## config.mk

```make
export PLATFORM = sky130hd
export DESIGN_NAME = lea_key_sched_ctrl
export DESIGN_NICKNAME = d
export VERILOG_FILES = /design/src/rtl/lea_pkg.sv /design/src/rtl/lea_ks_round.sv /design/src/rtl/lea_key_sched_ctrl.sv
export SDC_FILE = /design/constraint.sdc
export NUM_CORES = 2
export LEC_CHECK = 0
export BUFFER_PORTS_ARGS = -buffer_cell sky130_fd_sc_hd__buf_2
export CAP_MARGIN = 20
export CORE_UTILIZATION = 35
export CTS_CLUSTER_SIZE = 14
export DETAILED_ROUTE_END_ITERATION = 12
export PLACE_DENSITY = 0.48
export SLEW_MARGIN = 20
export SYNTH_ARGS = -nofsm -noshare
export SYNTH_HDL_FRONTEND = slang
export SYNTH_MEMORY_MAX_BITS = 65536
export SYNTH_SLANG_ARGS = --single-unit
```

## constraint.sdc

```tcl
create_clock -name clk -period 16.2 [get_ports clk]
set_input_delay 1.62 -clock clk [delete_from_list [all_inputs] [get_ports clk]]
set_output_delay 1.62 -clock clk [all_outputs]
set_load 0.01 [all_outputs]
```

## src/rtl/lea_pkg.sv

```systemverilog
// Shared constants, helper functions and FSM state type for the LEA
// key-schedule engine.
package lea_pkg;

    localparam logic [31:0] DELTA [8] = '{
        32'hc3efe9db, 32'h44626b02, 32'h79e27c8a, 32'h78df30ec,
        32'h715ea49e, 32'hc785da0a, 32'he04ef22a, 32'he5c40957
    };

    localparam logic [4:0] ROT [6] = '{5'd1, 5'd3, 5'd6, 5'd11, 5'd13, 5'd17};

    typedef enum logic [1:0] {
        ST_IDLE,
        ST_LOAD,
        ST_GEN,
        ST_DONE
    } ks_state_e;

    function automatic int nr_of(input int key_len);
        case (key_len)
            192:     return 28;
            256:     return 32;
            default: return 24;
        endcase
    endfunction

    // The upper half of the doubled word shifted left is the left rotation.
    function automatic logic [31:0] rol32(input logic [31:0] x, input logic [4:0] amt);
        logic [63:0] dbl;
        dbl = {x, x} << amt;
        return dbl[63:32];
    endfunction

    function automatic logic [31:0] bswap32(input logic [31:0] w);
        return {w[7:0], w[15:8], w[23:16], w[31:24]};
    endfunction

endpackage

```

## src/rtl/lea_ks_round.sv

```systemverilog
// One step of the LEA key-schedule recurrence: next T state and round key i.
module lea_ks_round
    import lea_pkg::*;
#(
    parameter int KEY_LEN = 128
) (
    input  logic [7:0][31:0] t_i,
    input  logic [4:0]       idx_i,
    output logic [7:0][31:0] t_o,
    output logic [191:0]     rk_o
);

    localparam int NW = KEY_LEN / 32;

    logic [31:0] delta;

    // NOTE: blocking assignments inside always_comb; later statements see
    // the freshly updated t_o words, which the round-key packing relies on.
    always_comb begin
        delta = DELTA[3'(int'(idx_i) % NW)];
        t_o   = t_i;
        rk_o  = '0;
        if (KEY_LEN == 256) begin
            // Six of the eight words advance per round, in a sliding window.
            for (int j = 0; j < 6; j++) begin
                t_o[3'(6 * int'(idx_i) + j)] =
                    rol32(t_i[3'(6 * int'(idx_i) + j)] + rol32(delta, 5'(int'(idx_i) + j)), ROT[j]);
                rk_o[32*j +: 32] = t_o[3'(6 * int'(idx_i) + j)];
            end
        end else begin
            for (int j = 0; j < 6; j++) begin
                if (j < NW) begin
                    t_o[j] = rol32(t_i[j] + rol32(delta, 5'(int'(idx_i) + j)), ROT[j]);
                end
            end
            if (KEY_LEN == 128) begin
                rk_o = {t_o[1], t_o[3], t_o[1], t_o[2], t_o[1], t_o[0]};
            end else begin
                rk_o = {t_o[5], t_o[4], t_o[3], t_o[2], t_o[1], t_o[0]};
            end
        end
    end

endmodule

```

## src/rtl/lea_key_sched_ctrl.sv

```systemverilog
// LEA key-schedule controller: FSM, counters, round-key register file and,
// when LEA_KEY_CACHE_EN is defined, a repeat-key cache that skips regeneration.
module lea_key_sched_ctrl
    import lea_pkg::*;
#(
    parameter int KEY_LEN = 128
) (
    input  logic               clk,
    input  logic               rst,
    input  logic [KEY_LEN-1:0] key,
    input  logic               start,
    output logic               busy,
    output logic               end_key_generation,
    output logic [5:0]         rk_count,
    input  logic [4:0]         rk_rd_idx,
    output logic [191:0]       rk_rd_data
);

    localparam int NR = nr_of(KEY_LEN);
    localparam int NW = KEY_LEN / 32;

    if (KEY_LEN != 128 && KEY_LEN != 192 && KEY_LEN != 256) begin : g_bad_key_len
        $error("lea_key_sched_ctrl: KEY_LEN must be 128, 192 or 256");
    end

    ks_state_e        state_q;
    logic [4:0]       cnt_q;
    logic [5:0]       rk_count_q;
    logic             busy_q;
    logic             done_q;
    logic [7:0][31:0] t_q;
    logic [7:0][31:0] t_d;
    logic [7:0][31:0] t_load;
    logic [191:0]     rk_d;
    logic [191:0]     rk_mem_q [NR];
    logic             start_hit;

`ifdef LEA_KEY_CACHE_EN
    logic [KEY_LEN-1:0] key_cache_q;
    logic               cache_valid_q;

    assign start_hit = cache_valid_q && (key == key_cache_q);

    // The cached key is the one loaded; it only counts once generation completes.
    always_ff @(posedge clk) begin
        if (!rst) begin
            cache_valid_q <= 1'b0;
        end else if (state_q == ST_LOAD) begin
            cache_valid_q <= 1'b0;
        end else if (state_q == ST_GEN && cnt_q == 5'(NR - 1)) begin
            cache_valid_q <= 1'b1;
        end
    end

    always_ff @(posedge clk) begin
        if (state_q == ST_LOAD) begin
            key_cache_q <= key;
        end
    end
`else
    assign start_hit = 1'b0;
`endif

    // NOTE: every word gets a default before the loop so no latch is inferred.
    always_comb begin
        t_load = '0;
        for (int i = 0; i < NW; i++) begin
            t_load[i] = bswap32(key[32*i +: 32]);
        end
    end

    lea_ks_round #(
        .KEY_LEN (KEY_LEN)
    ) u_round (
        .t_i   (t_q),
        .idx_i (cnt_q),
        .t_o   (t_d),
        .rk_o  (rk_d)
    );

    always_ff @(posedge clk) begin
        if (!rst) begin
            state_q    <= ST_IDLE;
            busy_q     <= 1'b0;
            done_q     <= 1'b0;
            rk_count_q <= '0;
            cnt_q      <= '0;
        end else begin
            unique case (state_q)
                ST_IDLE, ST_DONE: begin
                    if (start && start_hit) begin
                        state_q    <= ST_DONE;
                        done_q     <= 1'b1;
                        rk_count_q <= 6'(NR);
                    end else if (start) begin
                        state_q    <= ST_LOAD;
                        busy_q     <= 1'b1;
                        done_q     <= 1'b0;
                        rk_count_q <= '0;
                    end
                end
                ST_LOAD: begin
                    state_q    <= ST_GEN;
                    cnt_q      <= '0;
                    rk_count_q <= '0;
                    done_q     <= 1'b0;
                end
                ST_GEN: begin
                    cnt_q      <= cnt_q + 5'd1;
                    rk_count_q <= rk_count_q + 6'd1;
                    if (cnt_q == 5'(NR - 1)) begin
                        state_q <= ST_DONE;
                        busy_q  <= 1'b0;
                        done_q  <= 1'b1;
                    end
                end
                default: state_q <= ST_IDLE;
            endcase
        end
    end

    always_ff @(posedge clk) begin
        if (state_q == ST_LOAD) begin
            t_q <= t_load;
        end else if (state_q == ST_GEN) begin
            t_q <= t_d;
        end
    end

    // NOTE: rk_mem is deliberately not reset; end_key_generation=0 marks its
    // contents invalid. The rst term stops the write on an aborting edge.
    always_ff @(posedge clk) begin
        if (rst && state_q == ST_GEN) begin
            rk_mem_q[cnt_q] <= rk_d;
        end
    end

    assign rk_rd_data         = (int'(rk_rd_idx) < NR) ? rk_mem_q[rk_rd_idx] : '0;
    assign busy               = busy_q;
    assign end_key_generation = done_q;
    assign rk_count           = rk_count_q;

endmodule
```

==> impl_metrics.prom <==
# TYPE chip_impl_metric gauge
chip_impl_metric{name="floorplan.io_pins",unit=""} 336
chip_impl_metric{name="tritoncts.num_buffers",unit=""} 354
chip_impl_metric{name="slowest_delay",unit="ns"} 1.15
chip_impl_metric{name="floorplan.rows",unit=""} 226
chip_impl_metric{name="yosysTopAreaCellShare",unit="%"} 71.8
chip_impl_metric{name="routed-via-count",unit=""} 69500
chip_impl_info{name="endpoint_kind",value="flip-flop"} 1
chip_impl_metric{name="grt_max_degree",unit=""} 137
chip_impl_metric{name="drt_iter0_drc",unit=""} 6515
chip_impl_metric{name="post_synth.cell_area_avg",unit="µm²"} 19.6
chip_impl_metric{name="area_growth",unit="%"} 15.5
chip_impl_metric{name="die-area",unit="µm²"} 385000
chip_impl_metric{name="insertion_delay",unit="ns"} 0.96
chip_impl_metric{name="crit_path_max_fo",unit=""} 52
chip_impl_metric{name="clkTransAtPathRegs",unit="ns"} 0.06
chip_impl_metric{name="gp_congestion",unit=""} 0.837
chip_impl_metric{name="floorplan.die.height",unit="µm"} 620
chip_impl_metric{name="drc_errors",unit=""} 0
chip_impl_info{name="path_common_cell",value="sky130_fd_sc_hd__inv_1"} 1
chip_impl_info{name="worst_setup_path_start_kind",value="flip-flop"} 1
chip_impl_metric{name="ys_seq_elements",unit=""} 3215
chip_impl_metric{name="coreArea",unit="µm²"} 380000
chip_impl_info{name="cts.root.buffer_cell",value="sky130_fd_sc_hd__clkbuf_16"} 1
chip_impl_metric{name="synth.net_count",unit=""} 7119
chip_impl_info{name="dominant_synthesized_flop_cell",value="sky130_fd_sc_hd__edfxtp_1"} 1
chip_impl_metric{name="ant_nets",unit=""} 0
chip_impl_metric{name="cell_area_after_synthesis",unit="µm²"} 134000
chip_impl_metric{name="hold_buffer_count_at_cts",unit=""} 0
chip_impl_metric{name="buffer_ports.inserted",unit=""} 335
chip_impl_metric{name="number_of_antenna_violations_at_the_first_check_in_global_routing",unit=""} 30
chip_impl_info{name="timing.setup.critical_path_class",value="reg -> reg"} 1
chip_impl_info{name="critPathSlowestCell",value="sky130_fd_sc_hd__ha_2"} 1
chip_impl_metric{name="avgViaCountPerCell",unit=""} 5.51
chip_impl_metric{name="finalWorstPathRequiredPeriod",unit="ns"} 7.97
chip_impl_metric{name="actual_transition_at_the_worst_max_transition_pin",unit="ns"} 1.19
chip_impl_metric{name="finalSetupViolations",unit=""} 0
chip_impl_metric{name="pwr_cell_area",unit="nW/µm²"} 199
chip_impl_metric{name="number_of_cells_produced_by_synthesis",unit=""} 6837
chip_impl_metric{name="cts.sinks",unit=""} 3215
chip_impl_metric{name="ys_seq_area_share",unit="%"} 72.0
chip_impl_metric{name="wirelength",unit="µm"} 398000
chip_impl_metric{name="total_power",unit="W"} 0.0308
chip_impl_metric{name="drv.max_cap_violation_count",unit=""} 0
chip_impl_metric{name="first_pass_grt_wire_length",unit="µm"} 556000
chip_impl_info{name="synth_area_leaders",value="sky130_fd_sc_hd__edfxtp_1 72%, sky130_fd_sc_hd__mux4_2 15%, sky130_fd_sc_hd__mux2i_1 1.5%, sky130_fd_sc_hd__ha_1 1.3%, sky130_fd_sc_hd__mux2_2 1.1%"} 1
chip_impl_metric{name="yosysWarningCount",unit=""} 0
chip_impl_metric{name="ys_async_sr_fraction",unit="%"} 0
chip_impl_metric{name="hpwl",unit="µm"} 219000
chip_impl_metric{name="worst_vdd_ir",unit="µV"} 179
chip_impl_metric{name="detail_route.wl_per_cell",unit="µm"} 31.5
chip_impl_info{name="outcome",value="finished clean"} 1
chip_impl_metric{name="yosys.cell_types.count",unit=""} 84
chip_impl_metric{name="post_synth_edffs",unit=""} 3200
chip_impl_metric{name="post-route-period-util",unit="%"} 49.2
chip_impl_info{name="critical_path.cell_chain",value="buf_4 > inv_1 > ha_2 > inv_1 > mux2_2 > inv_1 > a21oi_1 > nor2_1 > a31oi_1 > mux2i_1 > ha_1 > fa_1 > a211oi_1 > o21ai_0 > a31oi_1 > o211a_1 > o31ai_1 > a21oi_1 > o21ai_0 > xnor2_4 > mux2_2"} 1
chip_impl_info{name="rsz0062_at_grt",value="no"} 1
chip_impl_metric{name="timing.critical_path.required",unit="ns"} 16.98
chip_impl_info{name="startpoint",value="cnt_q[1]"} 1
chip_impl_metric{name="cts.path.max_buffers",unit=""} 4
chip_impl_info{name="post_synthesis_cell_type_with_the_largest_combined_area",value="sky130_fd_sc_hd__edfxtp_1"} 1
chip_impl_metric{name="max_slew_margin",unit="%"} 20.5
chip_impl_metric{name="worstPathArrival",unit="ns"} 8.76
chip_impl_info{name="worstReg2RegStart",value="cnt_q[1]"} 1
chip_impl_info{name="hp-class",value="reg -> reg"} 1
chip_impl_info{name="synth_most_common_cell",value="sky130_fd_sc_hd__edfxtp_1"} 1
chip_impl_metric{name="postCtsSetupBuffers",unit=""} 0
chip_impl_metric{name="grt_pass1_vias",unit=""} 71600
chip_impl_metric{name="layout-drive-gt1-share",unit="%"} 29.3
chip_impl_metric{name="die_w",unit="µm"} 620
chip_impl_metric{name="tns",unit="ns"} 0
chip_impl_metric{name="post_cts_resized",unit=""} 0
chip_impl_info{name="post_synth_most_frequent_cells",value="3200 x sky130_fd_sc_hd__edfxtp_1, 897 x sky130_fd_sc_hd__mux4_2, 293 x sky130_fd_sc_hd__clkbuf_1"} 1
chip_impl_metric{name="fin_nets",unit=""} 7578
chip_impl_metric{name="max_freq",unit="GHz"} 0.125
chip_impl_metric{name="final-hold-violation-count",unit=""} 0
chip_impl_metric{name="grt_util_all_layers",unit="%"} 20.4
chip_impl_metric{name="finalMaxSlewViolations",unit=""} 0
chip_impl_metric{name="skew",unit="ns"} 0.0875
chip_impl_metric{name="power.leakage",unit="nW"} 50.2
chip_impl_metric{name="grt.overflow.total",unit=""} 0
chip_impl_info{name="tritoncts",value="yes"} 1
chip_impl_metric{name="start_util",unit="%"} 35.2
chip_impl_metric{name="total_number_of_h_tree_levels",unit=""} 5
chip_impl_info{name="hp-start",value="end_key_generation"} 1
chip_impl_metric{name="number_of_detailed_route_iterations_in_the_first_pass",unit=""} 8
==> path summary, 6_finish.rpt <==
kind                                            to  slack [ns]  cells after the start
worst min register to register  end_key_generation        0.45                      2
worst min-delay path            end_key_generation        0.45                      2
worst max-delay path                       t_q[97]        8.23                     21
worst max register to register             t_q[97]        8.23                     21
==> logic make-up after synthesis <==
| group | count (synthesis) | synth area share, % |
|---|---|---|
| flip-flops | 3215 | 72.0 |
| buffers and inverters | 622 | 1.96 |
| AND/OR/NAND/NOR | 642 | 2.15 |
| multiplexers | 1220 | 17.6 |
| AO/OA/AOI/OAI | 846 | 3.91 |
| adder cells (fa/ha/maj) | 151 | 1.42 |
| XOR/XNOR | 141 | 0.923 |
==> state kept, by name, summed over array words and instances (netlist names) <==
name	flops
end_key_generation	1
rk_count	6
rk_mem_q	3072
cnt_q	5
busy	1
t_q	128
state_q	2
==> power by group <==
part,internal [W],switching [W]
Clock,0.00463,0.00336
Sequential,0.0137,0.000133
Combinational,0.00245,0.00650
Total,0.0208,0.0100
==> critical path: cells and delay by family (launching register included) <==
family	cells	cell delay (ns)
AO/OA/AOI/OAI	9	2.58
adder cells (fa/ha/maj)	3	1.86
XOR/XNOR	1	0.60
buffers and inverters	4	1.52
flip-flops	1	0.32
AND/OR/NAND/NOR	1	0.07
multiplexers	3	0.82
==> cell usage in the layout (no fill, tap or decap), types with 82 or more instances in the layout <==
master and count:
sky130_fd_sc_hd__clkinv_1 82, sky130_fd_sc_hd__mux2_2 129, sky130_fd_sc_hd__mux4_2 897, sky130_fd_sc_hd__o22ai_1 141
sky130_fd_sc_hd__mux2i_1 194, sky130_fd_sc_hd__inv_1 171, sky130_fd_sc_hd__o21ai_0 196, sky130_fd_sc_hd__ha_1 140
sky130_fd_sc_hd__a21oi_1 236, sky130_fd_sc_hd__nor2_1 206, sky130_fd_sc_hd__buf_2 330, sky130_fd_sc_hd__nand2_1 214
sky130_fd_sc_hd__edfxtp_1 3200, sky130_fd_sc_hd__clkbuf_16 358, sky130_fd_sc_hd__buf_4 190
==> stage by stage <==
stage / std cells / hold slack [ns] / instance area (µm²) / worst slack, ns / util [%]
5_1_grt: 12600 / 0.482 / 155000 / 7.83 / 40.7
6_report: 12600 / 0.449 / 155000 / 8.23 / 40.7
4_1_cts: 12600 / 0.448 / 154000 / 8.24 / 40.6
2_1_floorplan: 6837 / 0.470 / 134000 / 7.52 / -
3_5_place_dp: 12000 / 0.439 / 143000 / 8.30 / 37.6
3_3_place_gp: 11900 / 0.439 / 143000 / 8.44 / 37.5
==> area by class of cell <==
cell class | count | area [µm²]
flip-flops and latches | 3215 | 96400
clock buffers | 430 | 9270
inverters | 174 | 658
repair buffers | 551 | 3620
multi-input cells | 3000 | 36200
diodes | 11 | 27.5
well taps | 5016 | 6280
fillers | 33600 | 225000
clock inverters | 218 | 2230
==> metal layers <==
metal  part of all wire, %  GRT usage (%)
met5                     0              0
met4                   2.4           4.96
met3                   4.3           2.04
met2                    51           35.4
met1                    43           27.6
Note: power is estimated with default switching activity, not from simulation.
